[config.mk]
export PLATFORM = sky130hd
export DESIGN_NAME = pc_fetch_sequencer
export DESIGN_NICKNAME = d
export VERILOG_FILES = /design/src/rtl/pc_fetch_sequencer.sv
export SDC_FILE = /design/constraint.sdc
export NUM_CORES = 1
export LEC_CHECK = 0
export BUFFER_PORTS_ARGS = -buffer_cell sky130_fd_sc_hd__buf_4
export CAP_MARGIN = 40
export CELL_PAD_IN_SITES_DETAIL_PLACEMENT = 1
export CELL_PAD_IN_SITES_GLOBAL_PLACEMENT = 2
export CORE_ASPECT_RATIO = 1.4
export CORE_MARGIN = 10
export CORE_UTILIZATION = 31
export DETAILED_ROUTE_END_ITERATION = 8
export GPL_TIMING_DRIVEN = 0
export PLACE_DENSITY_LB_ADDON = 0.1
export SETUP_SLACK_MARGIN = 0.1
export SLEW_MARGIN = 20
export SYNTH_ARGS = -nofsm -noshare
export SYNTH_HDL_FRONTEND = slang
export SYNTH_SLANG_ARGS = --single-unit
[constraint.sdc]
create_clock -name clk_i -period 9.44 [get_ports clk_i]
set_clock_uncertainty 0.15 [all_clocks]
set_input_delay 0.472 -clock clk_i [delete_from_list [all_inputs] [get_ports clk_i]]
set_output_delay 0.472 -clock clk_i [all_outputs]
set_load 0.01 [all_outputs]
[src/rtl/pc_fetch_sequencer.sv]
// Fetch-stage controller: owns the PC, runs the imem req/ack handshake, buffers one
// instruction for decode and selects the next PC (seq / branch / J / JR) on accept.
module pc_fetch_sequencer #(
    parameter logic [31:0] RESET_PC = 32'h0040_0000,
    parameter int unsigned MAX_WAIT = 15
) (
    input  logic        clk_i,
    input  logic        reset_i,
    output logic        imem_req_o,
    output logic [31:0] imem_addr_o,
    input  logic        imem_ack_i,
    input  logic [31:0] imem_rdata_i,
    input  logic        stall_i,
    input  logic        br_taken_i,
    input  logic [15:0] br_imm_i,
    input  logic        j_en_i,
    input  logic [25:0] j_index_i,
    input  logic        jr_en_i,
    input  logic [31:0] jr_addr_i,
    output logic [31:0] instr_o,
    output logic [31:0] instr_pc_o,
    output logic        instr_valid_o,
    output logic        fetch_err_o
);

    typedef enum logic [1:0] {
        ST_BOOT = 2'd0,
        ST_REQ  = 2'd1,
        ST_FULL = 2'd2,
        ST_ERR  = 2'd3
    } state_e;

    // The counter only has to reach MAX_WAIT-1, the index of the last permitted req cycle.
    localparam int CNT_W = (MAX_WAIT > 1) ? $clog2(MAX_WAIT) : 1;
    localparam logic [CNT_W-1:0] CNT_LAST = CNT_W'(MAX_WAIT - 1);

    state_e            state_q;
    logic [CNT_W-1:0]  wait_cnt_q;
    logic [31:0]       pc_q;
    logic [31:0]       instr_q;
    logic [31:0]       instr_pc_q;
    logic              imem_req_q;
    logic              instr_valid_q;
    logic              fetch_err_q;

    logic [31:0]       seq_pc_s;
    logic [31:0]       br_off_s;
    logic [31:0]       jr_target_s;
    logic [31:0]       next_pc_d;
    logic              accept_s;

    assign seq_pc_s    = instr_pc_q + 32'd4;
    assign br_off_s    = {{14{br_imm_i[15]}}, br_imm_i, 2'b00};
    assign jr_target_s = jr_addr_i & ~32'd3;
    assign accept_s    = instr_valid_q & ~stall_i;

    // Next-PC select, only consumed on the accept cycle; jr > j > branch > sequential.
    always_comb begin
        next_pc_d = seq_pc_s;
        if (jr_en_i) begin
            next_pc_d = jr_target_s;
        end else if (j_en_i) begin
            next_pc_d = {seq_pc_s[31:28], j_index_i, 2'b00};
        end else if (br_taken_i) begin
            next_pc_d = seq_pc_s + br_off_s;
        end else begin
            next_pc_d = seq_pc_s;
        end
    end

    // Fetch FSM with all outputs registered; pc_q doubles as the held fetch address.
    always_ff @(posedge clk_i) begin
        if (reset_i) begin
            state_q       <= ST_BOOT;
            wait_cnt_q    <= '0;
            pc_q          <= RESET_PC;
            instr_q       <= 32'h0000_0000;
            instr_pc_q    <= 32'h0000_0000;
            imem_req_q    <= 1'b0;
            instr_valid_q <= 1'b0;
            fetch_err_q   <= 1'b0;
        end else begin
            case (state_q)
                ST_BOOT: begin
                    state_q    <= ST_REQ;
                    wait_cnt_q <= '0;
                    imem_req_q <= 1'b1;
                end
                ST_REQ: begin
                    if (imem_ack_i) begin
                        instr_q       <= imem_rdata_i;
                        instr_pc_q    <= pc_q;
                        imem_req_q    <= 1'b0;
                        instr_valid_q <= 1'b1;
                        state_q       <= ST_FULL;
                    end else if (wait_cnt_q == CNT_LAST) begin
                        imem_req_q  <= 1'b0;
                        fetch_err_q <= 1'b1;
                        state_q     <= ST_ERR;
                    end else begin
                        wait_cnt_q <= wait_cnt_q + CNT_W'(1);
                    end
                end
                ST_FULL: begin
                    if (accept_s) begin
                        pc_q          <= next_pc_d;
                        wait_cnt_q    <= '0;
                        imem_req_q    <= 1'b1;
                        instr_valid_q <= 1'b0;
                        state_q       <= ST_REQ;
                    end else begin
                        state_q <= ST_FULL;
                    end
                end
                ST_ERR: begin
                    imem_req_q    <= 1'b0;
                    instr_valid_q <= 1'b0;
                    fetch_err_q   <= 1'b1;
                    state_q       <= ST_ERR;
                end
                default: begin
                    imem_req_q    <= 1'b0;
                    instr_valid_q <= 1'b0;
                    state_q       <= ST_BOOT;
                end
            endcase
        end
    end

    assign imem_req_o    = imem_req_q;
    assign imem_addr_o   = pc_q;
    assign instr_o       = instr_q;
    assign instr_pc_o    = instr_pc_q;
    assign instr_valid_o = instr_valid_q;
    assign fetch_err_o   = fetch_err_q;

endmodule
; Word-level counts from Yosys, hierarchy flattened
; Index checks and enable logic that the tools add are counted.
[totals]
ff_bits = 105
latchBits = 0
ram_bits = 0
mem_bits_ro = 0
output_inout_bits = 99
elab_cells = 54
memories = 0
[op_classes]
addsub = 3
multipliers = 0
div_mod_pow = 0
n_lt_le_gt_ge = 0
n_eq_ne = 10
n_shift = 0
mux = 21
bitwise = 2
reduce_logical = 10
[op_table]
columns = operator, n
row1 = 2-to-1 mux 32 bit, 3
row2 = adder 32 x 3 -> 32 bit (second input constant), 1
row3 = adder 32 bit, 1
row4 = 2-to-1 mux 4 bit, 3
row5 = case mux 4 bit (3 select lines), 1
row6 = inequality test 2 bit (second input constant), 5
row7 = case mux 2 bit (4 select lines), 1
row8 = 2-to-1 mux 1 bit, 7
row9 = 2-to-1 mux 2 bit, 3
row10 = AND reduction 2 bit, 3
row11 = AND reduction 3 bit, 2
row12 = nonzero test 3 bit, 2
row13 = adder 4 x 1 -> 4 bit (second input constant), 1
row14 = == test 2 bit (second input constant), 2
row15 = == test 4 bit (second input constant), 1
row16 = case mux 1 bit (4 select lines), 1
row17 = AND reduction 4 bit, 1
row18 = inequality test 3 bit (second input constant), 1
row19 = case mux 1 bit (3 select lines), 1
row20 = == test 2 x 1 -> 1 bit (second input constant), 1
row21 = zero test 2 bit, 1
row22 = case mux 1 bit (2 select lines), 1
row23 = nonzero test 2 bit, 1
row24 = bitwise AND 1 bit, 1
row25 = NOT 1 bit, 1

; Logic depth before layout (Yosys ltp)
; Gate-level depths: netlist of the first run.
[depth]
word_depth = 5
ltp_mapped = 17
ltp_nobuf = 16

; Worst setup path after synthesis of the first run
; Ideal clock, no wire load.
[synth_path]
path_type = reg-to-reg
startpoint = register instr_pc_q[6] (netlist: instr_pc_o[6])
endpoint = register pc_q[28] (netlist: imem_addr_o[28])
setup_ns = 0.116
t_arrival_ns = 3.415
setup_slack_ns = 5.758
path_stages_with_launch = 15
path_buffers = 0
period_less_slack_ns = 3.682
cell_sequence = dfxtp_1 > nand4_1 > or3_4 > nor4_1 > xor2_1 > ha_1 > a21o_1 > a21o_1 > a221o_1 > a31oi_1 > o21ai_1 > a21oi_2 > o21ai_0 > mux2i_1 > a31o_2
[synth_between]
elab_chain_len = 5
[synth_rtl]
columns = element, line_no
row1 = "start, declared", 41  ; logic [31:0] instr_pc_q;
row2 = "start signal, assigned", 92  ; instr_pc_q <= pc_q;
row3 = adder 32 x 3 -> 32 bit (*), 52  ; assign seq_pc_s = instr_pc_q + 32'd4;
row4 = adder 32 bit, 65  ; next_pc_d = seq_pc_s + br_off_s;
row5 = 2-to-1 mux 32 bit, 64  ; end else if (br_taken_i) begin
row6 = 2-to-1 mux 32 bit (*), 62  ; end else if (j_en_i) begin
row7 = 2-to-1 mux 32 bit (*), 60  ; if (jr_en_i) begin
row8 = "end signal, assigned", 106  ; pc_q <= next_pc_d;
row9 = "end, declared", 39  ; logic [31:0] pc_q;
; Every way passes the cells marked *; elsewhere a longest branch is shown, timed or not.
; A chain may end at the register's enable or synchronous reset.

; Worst setup path in the final report of the first run
[layout_path]
startpoint = register instr_pc_q[6] (netlist: instr_pc_o[6])
endpoint = register pc_q[31] (netlist: imem_addr_o[31])
; Same word-level chain as after synthesis.

==> results.json, run 1 <==
{
  "status": "finished, final reports clean",
  "cp-start-kind": "flop",
  "wl_um": 29270,
  "criticalPathCategory": "reg2reg",
  "hp-class": "in2reg",
  "grt_pass1_wl_um": 44590,
  "synth-seq-cells": 105,
  "grt_usage": 0.2055,
  "grt_overflow": 0,
  "async_reset_ff_frac": 0,
  "setup_violations": 0,
  "cts_buffers": 9,
  "finalCritPeriodShare": 0.4713,
  "slew_violations": 0,
  "dp_hpwl_um": 24000,
  "critPathArrivalTime_ps": 4560,
  "fillCellCount": 2650,
  "layout-drive-gt1-share": 0.2353,
  "die_w_um": 144.3,
  "numPortBuffers": 206,
  "postCtsHoldBufs": 0,
  "postRouteAntennaNets": 0,
  "yosysWarningCount": 0,
  "timing.setup.tns_ps": 0,
  "drtPass1Iterations": 4,
  "reg2reg_depth": 17,
  "clk_pin_slew_ps": 80,
  "dpl_worst_slack_ps": 4954,
  "min-delay-start": "imem_rdata_i[23]",
  "synthToLayoutAreaGrowth_pct": 32.63,
  "hold_violations": 0,
  "gp_congestion": 0.8151,
  "synth_area_leaders": "dfxtp_1, nand2_1, a21oi_1",
  "slew_headroom": 0.4469,
  "yosysSeqAreaShare": 0.3136,
  "synth-main-ff-cell": "dfxtp_1",
  "num_rows": 63,
  "cts-root-buf": "clkbuf_16",
  "max_freq_mhz": 224.8,
  "cts_tree": "done",
  "ff2ff_setup_slack_ps": 4990,
  "ir_drop_mv": 0.08733,
  "n_antenna_cell": 0,
  "rsz0062_at_grt": "no",
  "clock_latency_ps": 350,
  "yosysTopAreaCellShare": 0.3136,
  "start_util": 0.3161,
  "p_per_area_nw_per_um2": 117.8,
  "core_um2": 21200,
  "synth_fp_nets": 1039,
  "r2r-end": "imem_addr_o[31]$_SDFFE_PP0P_",
  "avgRoutedWirePerCell_um": 21.38,
  "post_cts_resized": 0,
  "worstPathRequired_ps": 9550,
  "endpoint_kind": "flop",
  "tightestPinTransition_ps": 829.7,
  "via_count": 7105,
  "r2r-start": "instr_pc_o[6]$_SDFFE_PP0P_",
  "finalCriticalPeriod_ps": 4449,
  "clockBufferDepth": 2,
  "route.detailed.drc": 0,
  "grt_max_degree": 25,
  "min_to": "instr_o[23]$_SDFFE_PP0P_",
  "fin_ws_ps": 4991,
  "syn_inst": 886,
  "syn_area_um2": 6703,
  "cts_sinks": 105,
  "postCtsSetupBuffers": 0,
  "hold_depth": 3,
  "io_pins": 212,
  "p_leak_uw": 0.003808,
  "first_iter_violations": 221,
  "synth_edf_count": 0,
  "synthDistinctLibCells": 79,
  "die_h_um": 194.0,
  "cp_max_fo": 8,
  "antenna_found_initial": 0,
  "postSynthAreaPerCell_um2": 7.565,
  "nets": 1257,
  "grt_pass1_vias": 7470,
  "dieArea_um2": 27990,
  "max_cap_violations": 0,
  "synth.largest_area_cell": "dfxtp_1",
  "htreeDepth": 3,
  "drt-vias-per-instance": 5.190
}
[critical path, cell delays in order (launching register included)]
cell and delay (ps):
dfxtp_1 490, nand4_1 190, or3_4 420, nor2_2 160, nand2_1 150, nor2_1 160
xor2_1 250, ha_1 270, clkbuf_1 190, a21oi_1 250, o21ai_0 160, a21oi_1 160
nor2_1 60, a21o_1 190, nor3b_1 160, o41ai_2 520, xnor2_1 160, a311oi_1 270
[worst max-delay path by stage]
stage	start	endpoint	slack, ps	depth (start not counted)
2_1_floorplan	instr_pc_o[6]$_SDFFE_PP0P_	imem_addr_o[28]$_SDFFE_PP0P_	5760	14
3_3_place_gp	instr_pc_o[6]$_SDFFE_PP0P_	imem_addr_o[31]$_SDFFE_PP0P_	4960	17
3_5_place_dp	instr_pc_o[6]$_SDFFE_PP0P_	imem_addr_o[31]$_SDFFE_PP0P_	4950	17
4_1_cts	instr_pc_o[6]$_SDFFE_PP0P_	imem_addr_o[31]$_SDFFE_PP0P_	4950	17
5_1_grt	instr_pc_o[6]$_SDFFE_PP0P_	imem_addr_o[31]$_SDFFE_PP0P_	4630	17
6_report	instr_pc_o[6]$_SDFFE_PP0P_	imem_addr_o[31]$_SDFFE_PP0P_	4990	17
[sequential cells by signal (all words and copies together) (netlist names)]
name,flops
imem_addr_o,32
imem_req_o,1
state_q,2
instr_pc_o,32
instr_o,32
fetch_err_o,1
wait_cnt_q,4
instr_valid_o,1
[cell type report]
type / count / area [µm²] / share of cell area
Multi-Input combinational cell: 712 / 4285 / 0.4821
Sequential cell: 105 / 2102 / 0.2365
Timing Repair Buffer: 207 / 1558 / 0.1752
Tap cell: 260 / 325.3 / 0.03659
Buffer: 49 / 240.2 / 0.02702
Clock buffer: 9 / 225.2 / 0.02533
Clock inverter: 7 / 78.83 / 0.008867
Inverter: 20 / 75.07 / 0.008445
[routing by layer]
| metal | share of wire | routed length (µm) | track usage |
|---|---|---|---|
| met1 | 0.41 | 12090 | 0.2432 |
| met2 | 0.50 | 14590 | 0.3523 |
| met3 | 0.078 | 2277 | 0.06887 |
| met4 | 0.011 | 313 | 0.03740 |
| met5 | 0 | 0 | 0 |
[per-stage QoR]
stage	hold WS, ps	util	power [µW]	cell area [µm²]	cells
2_1_floorplan	321.1	-	568.7	6703	886
6_report	209.4	0.4192	1047	8890	1369
3_5_place_dp	300.2	0.4044	667.1	8574	1352
3_3_place_gp	291.1	0.4044	665.7	8574	1352
4_1_cts	199.1	0.4187	1060	8879	1368
5_1_grt	203.5	0.4192	1100	8890	1369
[logic make-up (layout without fill, tap and decap cells)]
| kind of cell | count (synthesis) | count (layout) | share of synthesized area |
|---|---|---|---|
| adders and majority gates | 40 | 40 | 0.07579 |
| muxes | 6 | 6 | 0.008961 |
| and+or+nand+nor | 350 | 350 | 0.2337 |
| buffers and inverters | 69 | 292 | 0.04704 |
| AOI/OAI and AO/OA | 261 | 261 | 0.2479 |
| DFF | 105 | 105 | 0.3136 |
| xor gates and xnor gates | 55 | 55 | 0.07299 |
[synthesized netlist by cell type, types with 2 or more instances]
cell type,n
nor2b_1,6
a211oi_1,14
or3_1,3
a221o_1,2
o21bai_1,5
nor2_1,56
a21oi_2,2
and4_1,4
o211ai_1,7
nor3_1,22
o21bai_2,2
nor2_4,2
o31ai_1,3
nor2_2,2
ha_1,39
a31o_2,4
buf_4,2
clkinv_1,3
xnor2_1,30
xor2_1,24
buf_1,2
nand4_1,15
and2_1,2
o31ai_2,2
and3_1,12
a21oi_1,118
clkbuf_1,39
o221ai_1,6
nand3_1,21
a311oi_1,4
a21o_1,20
dfxtp_1,105
inv_1,17
o22ai_1,10
nand2_1,191
o21a_1,2
o21ai_0,32
mux2i_1,6
o21ai_1,3
a31oi_1,4
clkbuf_8,4
a211o_1,2
[where the power goes]
group          internal (µW)  switching, µW  leakage [µW]
Clock                    208            183      0.000138
Combinational           80.9            112       0.00282
Sequential               455           8.83      0.000850
Total                    744            304       0.00381
[cells in the final DEF, fill, tap and decap left out, drive strengths merged, types with 6 or more instances in the layout]
master  count
o21bai      7
nand3      21
nor3       23
o22ai      10
o21ai      36
a21o       20
xnor2      31
nand2     192
ha         39
o211ai      7
a211oi     14
inv        18
a21oi     120
nand4      16
clkbuf     52
nor2b       6
mux2i       6
buf       213
o221ai      7
dfxtp     105
nor2       60
and3       13
xor2       24
Note: power is estimated with default switching activity, not from simulation.
==> inputs of run 2 (changes only) <==
Settings changed: ABC_AREA from default to 1, CORE_UTILIZATION 31 to 25.
Clock period 9.44 ns to 4 ns, I/O delays scaled along.
==> results.json, run 2 <==
{
  "status": "finished, final reports clean",
  "core_um2": 30120,
  "criticalPathCategory": "reg2reg",
  "postCtsSetupBuffers": 0,
  "io_pins": 212,
  "cts_sinks": 105,
  "syn_area_um2": 7686,
  "tightestPinTransition_ps": 812.4,
  "postSynthAreaPerCell_um2": 6.086,
  "nets": 1665,
  "min_to": "imem_addr_o[22]$_SDFFE_PP1P_",
  "clk_pin_slew_ps": 70,
  "synthToLayoutAreaGrowth_pct": 35.03,
  "cts_buffers": 9,
  "synth_area_leaders": "dfxtp_1, nand2_1, a21oi_1",
  "crit_path_start": "instr_pc_o[8]$_SDFFE_PP0P_",
  "slew_headroom": 0.4584,
  "grt_max_degree": 23,
  "r2r-end": "imem_addr_o[30]$_SDFFE_PP0P_",
  "hp-class": "in2reg",
  "grt_pass1_vias": 9716,
  "layout-drive-gt1-share": 0.1827,
  "die_w_um": 168.2,
  "syn_inst": 1263,
  "crit_buf_inv": 1,
  "r2r-start": "instr_pc_o[8]$_SDFFE_PP0P_",
  "max_freq_mhz": 272.4,
  "place_inst": 1853,
  "synth_edf_count": 0,
  "start_util": 0.2552,
  "crit_top_cell": "nand2_1",
  "cp_max_fo": 5,
  "multi_input_area_um2": 4791,
  "die_h_um": 227.5,
  "crit_chain": "nand2_1 -> nor2_2 -> inv_1 -> nor2_4 -> xor2_1 -> ha_1 -> nand2_1 -> nand2_1 -> a21oi_1 -> nand3_1 -> nand2_1 -> nand2_1 -> nand2_1 -> nand3_1 -> nand2_1 -> nand2_1 -> nand2_1 -> a21oi_1",
  "reg2reg_depth": 18,
  "critPathMaxStageDelay_ps": 480,
  "ys_top_cells_by_count": "nand2_1, inv_1, a21oi_1",
  "synth-main-ff-cell": "dfxtp_1",
  "synth.largest_area_cell": "dfxtp_1",
  "gp_congestion": 0.9200,
  "grt_pass1_wl_um": 56930,
  "synthDistinctLibCells": 45,
  "num_rows": 75,
  "p_per_area_nw_per_um2": 273.6,
  "grt_use_met1": 0.2026,
  "drtPass1Iterations": 4,
  "final_common_cell": "nand2_1",
  "clockBufferDepth": 2,
  "dieArea_um2": 38260,
  "dp_hpwl_um": 32160,
  "numPortBuffers": 205,
  "synth-seq-cells": 105,
  "ir_drop_mv": 0.2198,
  "yosys.cell_count.top_type": "nand2_1",
  "min-delay-start": "jr_addr_i[22]",
  "cp-start-kind": "flop",
  "crit_family": "simple AND/OR/NAND/NOR gates",
  "worstPathRequired_ps": 4060,
  "fillCellCount": 3879,
  "postRouteAntennaNets": 0,
  "grt_overflow": 0,
  "grt.met2_usage": 0.3653,
  "endpoint_kind": "flop",
  "antenna_found_initial": 1,
  "drt-vias-per-instance": 4.623,
  "hold_violations": 0,
  "slowest_stage": "dfxtp_1",
  "route.detailed.drc": 0,
  "htreeDepth": 3,
  "timing.setup.tns_ps": 0,
  "first_iter_violations": 263,
  "finalCritPeriodShare": 0.9179,
  "async_reset_ff_frac": 0,
  "seq_area_um2": 2110,
  "yosysWarningCount": 0,
  "wl_um": 37480,
  "setup_violations": 0,
  "cts_tree": "done",
  "clock_latency_ps": 350,
  "avgRoutedWirePerCell_um": 19.71,
  "finalCriticalPeriod_ps": 3672,
  "layout_common_cells": "nand2_1, buf_4, inv_1, a21oi_1, nand3_1",
  "cts-root-buf": "clkbuf_16",
  "slew_violations": 0,
  "met3_usage": 0.04436,
  "p_leak_uw": 0.004911,
  "grt_usage": 0.1922,
  "power_uw": 2839,
  "yosysTopAreaCellShare": 0.2735,
  "yosysSeqAreaShare": 0.2735,
  "via_count": 8792,
  "critPathArrivalTime_ps": 3730,
  "hold_depth": 5,
  "ff2ff_setup_slack_ps": 330,
  "instances_no_fill": 1902,
  "rsz0062_at_grt": "yes",
  "max_cap_violations": 0,
  "synth_fp_nets": 1416,
  "busiest_layer": "met2"
}
-- run 2: cell count changes in the layout (fill, tap and decap cells not counted), moves of 8 or more --
| cell | change |
|---|---|
| nor2_1 | +42 |
| a211oi_1 | -13 |
| dlygate4sd3_1 | +33 |
| nand4_1 | -8 |
| xnor2_1 | -24 |
| a21o_1 | -17 |
| nand2_1 | +205 |
| nand3_1 | +89 |
| inv_1 | +139 |
| and3_1 | -11 |
| nor3_1 | -11 |
| a21oi_1 | +17 |
-- run 2: metrics by stage --
stage          utilization  hold slack (ps)  instance area, µm²  setup slack, ps
3_5_place_dp        0.3222            301.5                9707            50.35
5_1_grt             0.3445            31.55               10380            80.56
3_3_place_gp        0.3222            289.9                9707            92.11
2_1_floorplan            -            214.5                7686             1207
6_report            0.3445            34.31               10380            328.4
4_1_cts             0.3434            24.87               10340            167.9
-- run 2: how the worst max path moves through the flow --
stage                                         to  cells past startpoint
finish              imem_addr_o[30]$_SDFFE_PP0P_                     18
global route        imem_addr_o[25]$_SDFFE_PP0P_                     21
CTS                 imem_addr_o[31]$_SDFFE_PP0P_                     20
detailed placement  imem_addr_o[29]$_SDFFE_PP0P_                     18
global placement    imem_addr_o[29]$_SDFFE_PP0P_                     19
floorplan           imem_addr_o[18]$_SDFFE_PP0P_                     17
-- run 2: cells by family after synthesis --
group,after synthesis,share of synthesized area
AOI/OAI and AO/OA,214,0.1512
buffers and inverters,208,0.1076
and+or+nand+nor,670,0.3710
DFF,105,0.2735
xor gates and xnor gates,26,0.03060
adders and majority gates,40,0.06609
-- run 2: what timing repair did --
item                                    4_1_cts  5_1_grt
resized for setup                             3       12
hold buffers                                 33        0
endpoints found under the hold margin        33        0
endpoints found under the setup margin        4        9
-- run 2: per-layer routing --
| layer | vias to the layer above | wire length (µm) |
|---|---|---|
| li1 | 4544 | - |
| met1 | 4041 | 14460 |
| met2 | 174 | 19960 |
| met3 | 33 | 2019 |
| met4 | 0 | 1039 |
| met5 | - | 0 |
-- run 2: final cells by class --
type,instances,share of cell area
multi-input cells,950,0.4616
flip-flops and latches,105,0.2033
repair buffers,238,0.1801
inverters,160,0.05787
well taps,385,0.04641
clock buffers,13,0.02508
plain buffers,48,0.02182
clock inverters,2,0.003617
diodes,1,0.0002411
-- run 2: worst register-to-register path: stages, from the launching register on --
cell and delay, ps:
dfxtp_1 480, nand2_1 140, nor2_2 240, inv_1 150
nor2_4 190, xor2_1 330, ha_1 360, nand2_1 90
nand2_1 80, a21oi_1 280, nand3_1 300, nand2_1 210
nand2_1 70, nand2_1 60, nand3_1 70, nand2_1 90
nand2_1 70, nand2_1 100, a21oi_1 60
-- run 2: report_power, final --
group | internal [µW] | total [µW] | switching, µW
registers | 1090 | 1130 | 43.9
clock network | 518 | 927 | 409
logic | 306 | 780 | 473
